--- src/rtl/k_means_pkg.sv ---
// Shared k-means definitions: APB master state encoding and the register-file
// index map used by both the APB host and the register file.
package k_means_pkg;

  typedef enum logic [1:0] {
    IDLE,
    SETUP,
    ACCESS
  } apb_master_st_t;

  localparam int unsigned RegStatus       = 0;
  localparam int unsigned RegGo           = 1;
  localparam int unsigned RegCentroidBase = 2;
  localparam int unsigned RegCentroidLast = 9;
  localparam int unsigned RegRamAddr      = 10;
  localparam int unsigned RegRamData      = 11;
  localparam int unsigned RegFirstRamAddr = 12;
  localparam int unsigned RegLastRamAddr  = 13;
  localparam int unsigned RegThreshold    = 14;

endpackage

--- src/rtl/apb_timeout_counter.sv ---
// Counts stalled ACCESS cycles; terminal is raised on the last allowed cycle
// so the master can abort on that same clock edge.
module apb_timeout_counter #(
  parameter int unsigned MaxCount = 64
) (
  input  logic clk,
  input  logic rst_n,
  input  logic clear,
  input  logic enable,
  output logic terminal
);

  localparam int unsigned CntW = $clog2(MaxCount + 1);

  logic [CntW-1:0] cnt_q;

  assign terminal = enable && (cnt_q == CntW'(MaxCount - 1));

  always_ff @(posedge clk or negedge rst_n) begin
    if (!rst_n) begin
      cnt_q <= '0;
    end else if (clear) begin
      cnt_q <= '0;
    end else if (enable && !terminal) begin
      cnt_q <= cnt_q + CntW'(1);
    end
  end

endmodule

--- src/rtl/apb_host_master.sv ---
// APB initiator: one register command at a time, SETUP->ACCESS, one-cycle
// response. Define APB_TIMEOUT_EN to abort ACCESS after TIMEOUT_CYCLES.
module apb_host_master
  import k_means_pkg::*;
#(
  parameter int unsigned addrWidth      = 9,
  parameter int unsigned dataWidth      = 91,
  parameter int unsigned TIMEOUT_CYCLES = 64
) (
  input  logic                 clk,
  input  logic                 rst_n,
  input  logic                 cmd_valid,
  output logic                 cmd_ready,
  input  logic                 cmd_write,
  input  logic [addrWidth-1:0] cmd_addr,
  input  logic [dataWidth-1:0] cmd_wdata,
  output logic                 rsp_valid,
  output logic [dataWidth-1:0] rsp_rdata,
  output logic                 rsp_err,
  output logic [addrWidth-1:0] paddr,
  output logic                 pwrite,
  output logic                 psel,
  output logic                 penable,
  output logic [dataWidth-1:0] pwdata,
  input  logic [dataWidth-1:0] prdata,
  input  logic                 pready
);

  apb_master_st_t state_q, state_d;

  logic                 accept;
  logic                 timeout;
  logic                 rsp_valid_q, rsp_valid_d;
  logic                 rsp_err_q, rsp_err_d;
  logic [dataWidth-1:0] rsp_rdata_q, rsp_rdata_d;
  logic [addrWidth-1:0] paddr_q;
  logic                 pwrite_q;
  logic [dataWidth-1:0] pwdata_q;

  // Bus control comes straight from the state register so an async reset
  // drops psel/penable in the same cycle.
  assign cmd_ready = (state_q == IDLE);
  assign psel      = (state_q != IDLE);
  assign penable   = (state_q == ACCESS);
  assign accept    = cmd_valid && cmd_ready;

  assign paddr     = paddr_q;
  assign pwrite    = pwrite_q;
  assign pwdata    = pwdata_q;
  assign rsp_valid = rsp_valid_q;
  assign rsp_rdata = rsp_rdata_q;

`ifdef APB_TIMEOUT_EN
  apb_timeout_counter #(
    .MaxCount (TIMEOUT_CYCLES)
  ) u_timeout (
    .clk      (clk),
    .rst_n    (rst_n),
    .clear    (accept),
    .enable   ((state_q == ACCESS) && !pready),
    .terminal (timeout)
  );
  assign rsp_err = rsp_err_q;
`else
  logic unused_timeout_cfg;
  assign unused_timeout_cfg = ^TIMEOUT_CYCLES ^ rsp_err_q;
  assign timeout = 1'b0;
  assign rsp_err = 1'b0;
`endif

  always_comb begin
    state_d     = state_q;
    rsp_valid_d = 1'b0;
    rsp_err_d   = 1'b0;
    rsp_rdata_d = '0;
    unique case (state_q)
      IDLE: begin
        if (cmd_valid) state_d = SETUP;
      end
      SETUP: begin
        state_d = ACCESS;
      end
      ACCESS: begin
        if (pready) begin
          state_d     = IDLE;
          rsp_valid_d = 1'b1;
          rsp_rdata_d = pwrite_q ? '0 : prdata;
        end else if (timeout) begin
          state_d     = IDLE;
          rsp_valid_d = 1'b1;
          rsp_err_d   = 1'b1;
        end
      end
      default: state_d = IDLE;
    endcase
  end

  always_ff @(posedge clk or negedge rst_n) begin
    if (!rst_n) begin
      state_q     <= IDLE;
      rsp_valid_q <= 1'b0;
      rsp_err_q   <= 1'b0;
      rsp_rdata_q <= '0;
    end else begin
      state_q     <= state_d;
      rsp_valid_q <= rsp_valid_d;
      rsp_err_q   <= rsp_err_d;
      rsp_rdata_q <= rsp_rdata_d;
    end
  end

  // Command fields stay on the bus until the next accept.
  always_ff @(posedge clk or negedge rst_n) begin
    if (!rst_n) begin
      paddr_q  <= '0;
      pwrite_q <= 1'b0;
      pwdata_q <= '0;
    end else if (accept) begin
      paddr_q  <= cmd_addr;
      pwrite_q <= cmd_write;
      pwdata_q <= cmd_wdata;
    end
  end

endmodule

--- config.mk ---
export PLATFORM = sky130hd
export DESIGN_NAME = apb_host_master
export DESIGN_NICKNAME = d
export VERILOG_FILES = /design/src/rtl/k_means_pkg.sv /design/src/rtl/apb_timeout_counter.sv /design/src/rtl/apb_host_master.sv
export SDC_FILE = /design/constraint.sdc
export NUM_CORES = 1
export LEC_CHECK = 0
export ABC_AREA = 1
export ABC_CLOCK_PERIOD_IN_PS = 3500
export CORE_AREA = 2 2 152 154
export CTS_BUF_LIST = sky130_fd_sc_hd__clkbuf_8 sky130_fd_sc_hd__clkbuf_16
export DETAILED_ROUTE_END_ITERATION = 10
export DIE_AREA = 0 0 154 156
export PLACE_DENSITY = 0.69
export SETUP_SLACK_MARGIN = 0.15
export SYNTH_ARGS = -nofsm -noshare
export SYNTH_HDL_FRONTEND = slang
export SYNTH_SLANG_ARGS = --single-unit
--- constraint.sdc ---
create_clock -name clk -period 3.5 [get_ports clk]
set_input_delay 0.35 -clock clk [delete_from_list [all_inputs] [get_ports clk]]
set_output_delay 0.35 -clock clk [all_outputs]
set_load 0.005 [all_outputs]
==> flow_metrics.py <==
metrics = {
    "outcome": {
        "status": "finished, violations left",
        "failed_checks": "negative hold slack",
    },
    "die": {
        "dieArea_mm2": 0.0240,
        "io_pins": 393,
        "initial_core_util_pct": 32.6,
        "core_area_mm2": 0.0224,
        "num_rows": 55,
        "dieWidth_um": 154,
        "dieHeight_um": 156,
    },
    "timing": {
        "slew_headroom_pct": 25.9,
        "fin_crit_ns": 2.25,
        "whs_ns": -0.0301,
        "setup_viol": 0,
        "hold_viol_final": 26,
        "fin_tns_setup_ns": 0,
        "slew_viol_final": 0,
        "max_slew.worst_pin.slew_ns": 1.11,
        "finalCritPeriodShare_pct": 64.4,
        "rsz0062_at_grt": "false",
        "fmax_mhz": 444,
        "skew_ns": 0.0110,
    },
    "critical_path": {
        "cp_data_arrival_time_ns": 1.90,
        "critPathKind": "reg -> out",
        "cp_max_fo": 45,
        "crit_slowest_cell": "clkdlybuf4s50_1",
        "path_cells": "inv_1 -> nand2_4 -> inv_1 -> clkdlybuf4s50_1",
        "worstSetupEndpointType": "output port",
        "cpPeakStageDelay_ns": 0.50,
        "crit_path_frequent_cell": "inv_1",
        "critical_path.top_delay_family": "buffers and inverters",
        "path_buf_inv": 3,
        "start_kind": "flip-flop",
        "regToRegSetupSlack_ns": 1.62,
        "required_ns": 3.15,
    },
    "global_routing": {
        "grt_overflow_total": 0,
        "grt_start_max_net_pins": 103,
        "grt_usage_pct": 19.0,
        "grt_pass1_vias": 6393,
        "antenna_found_initial": 1,
        "grt_pass1_wl_um": 35900,
    },
    "logic_synthesis": {
        "yosysUniqueCellTypes": 13,
        "ys_ff_latch": 195,
        "synth.yosys.seq_area_share_pct": 67.0,
        "synthCells": 756,
        "syn_nets": 952,
        "synth_top_area_share_pct": 67.0,
        "synthTopCellsByArea": "dfrtp_1, nand3_1, nand2_1, nor2_1, buf_2",
        "ys_warn_count": 0,
        "yosysTopAreaCell": "dfrtp_1",
        "avgSynthCellArea_um2": 9.63,
        "syn-cell-area_mm2": 0.00728,
    },
    "cts": {
        "htreeDepth": 4,
        "cts_resized": 0,
        "root_buffer": "clkbuf_16",
        "cts.sinks": 195,
        "cts_buffers": 17,
        "clock_latency_ns": 0.42,
        "path_clk_slew_ns": 0.08,
        "post-cts-setup-buffers": 0,
        "clockBufferDepth": 2,
        "cts_tree": "built",
        "cts_hold_buf": 0,
    },
    "final_layout": {
        "fillers": 1992,
        "stdcell_count": 1410,
        "final_layout_size_suffix_gt1_share_pct": 4.27,
        "num_antenna_cells": 0,
        "final_util_pct": 53.5,
        "finalInstanceArea_mm2": 0.0120,
        "area.growth.synth_to_final_pct": 64.2,
        "final_nets": 1308,
    },
    "place": {
        "placed_cell_area_mm2": 0.0114,
        "portBuffers": 391,
        "hpwlAfterDp_um": 16000,
        "place_inst": 1378,
        "globalplace.congestion": 0.794,
    },
    "routing": {
        "antenna_left": 0,
        "viasPerCell": 4.68,
        "wl_per_cell_um": 16.6,
        "drtIter0Drc": 573,
        "dr.pass1.iters": 4,
        "wl_um": 23400,
        "drc_errors": 0,
        "vias": 6598,
    },
    "power_and_ir_drop": {
        "ir_drop_mv": 0.329,
        "power.leakage_nw": 5.54,
        "power_density_mw_per_mm2": 716,
    },
    "hold_path": {
        "hold_class": "in -> async",
    },
    "job": {
        "cap_violations": 0,
    },
}
sequential cells by signal, summed over array words and instances, names as in the netlist:
register   count
rsp_valid      1
pwdata        91
state_q        2
rsp_rdata     91
paddr          9
pwrite         1
layer usage:
layer | global-route usage (%) | wire [um] | vias to the layer above
met1 | 24.3 | 9690 | 3131
met2 | 30.8 | 11000 | 305
met3 | 6.50 | 2210 | 31
met5 | 0 | 0 | -
li1 | - | - | 3131
met4 | 5.83 | 560 | 0
layout by cell type, fill, tap and decap left out:
master,instances
conb_1,1
dfrtp_1,195
clkinv_8,3
inv_1,5
buf_12,3
a21oi_1,1
buf_4,7
inv_2,1
clkinv_4,2
clkdlybuf4s50_1,388
inv_6,6
nor2_4,1
inv_8,1
nand3_1,192
nand2_1,203
clkbuf_8,1
clkinv_2,3
nand2_4,2
clkbuf_16,17
buf_2,1
nor2_1,92
cell families (layout without fill, tap and decap cells):
kind of cell / count (synthesis) / count (layout) / share of synthesized area, %
simple gates: 490 / 490 / 28.7
flops: 195 / 195 / 67.0
buf+inv: 69 / 438 / 4.21
other cells: 1 / 1 / 0.0515
compound gates: 1 / 1 / 0.0687
per-stage QoR:
stage | total power [mW] | worst slack [ns]
floorplan | 4.64 | 2.24
global placement | 6.68 | 1.51
detailed placement | 6.73 | 1.47
CTS | 8.68 | 1.21
global route | 9.12 | 1.12
finish | 8.56 | 1.25
cell usage after synthesis (all sizes together):
| library cell | n |
|---|---|
| inv | 6 |
| nor2 | 93 |
| conb | 1 |
| clkbuf | 23 |
| a21oi | 1 |
| buf | 40 |
| nand3 | 192 |
| nand2 | 205 |
| dfrtp | 195 |
area by class of cell:
type | instances | area [um^2] | area share [%]
clock buffers | 17 | 425 | 3.56
clock inverters | 15 | 145 | 1.21
inverters | 6 | 22.5 | 0.188
multi-input cells | 492 | 2110 | 17.7
flip-flops and latches | 195 | 4880 | 40.8
well taps | 285 | 357 | 2.98
repair buffers | 400 | 4020 | 33.6
worst paths after layout:
path,startpoint,to,cells past startpoint
hold / removal,rst_n,pwdata[66],1
max in group asynchronous,rst_n,pwdata[31],2
setup reg to reg,state_q[1],pwdata[43],4
setup / recovery,state_q[0],penable,4
hold reg to reg,pwdata[81],pwdata[81],2
min in group clk,cmd_valid,pwdata[2],3
power by group:
group          internal [mW]  total [mW]  switching (mW)  leakage (nW)
logic                   1.76        3.34            1.58          2.71
registers               2.95        3.31           0.355          2.54
clock network          0.948        1.91           0.966         0.283
total                   5.66        8.56            2.90          5.54
(Power assumes the default switching activity.)
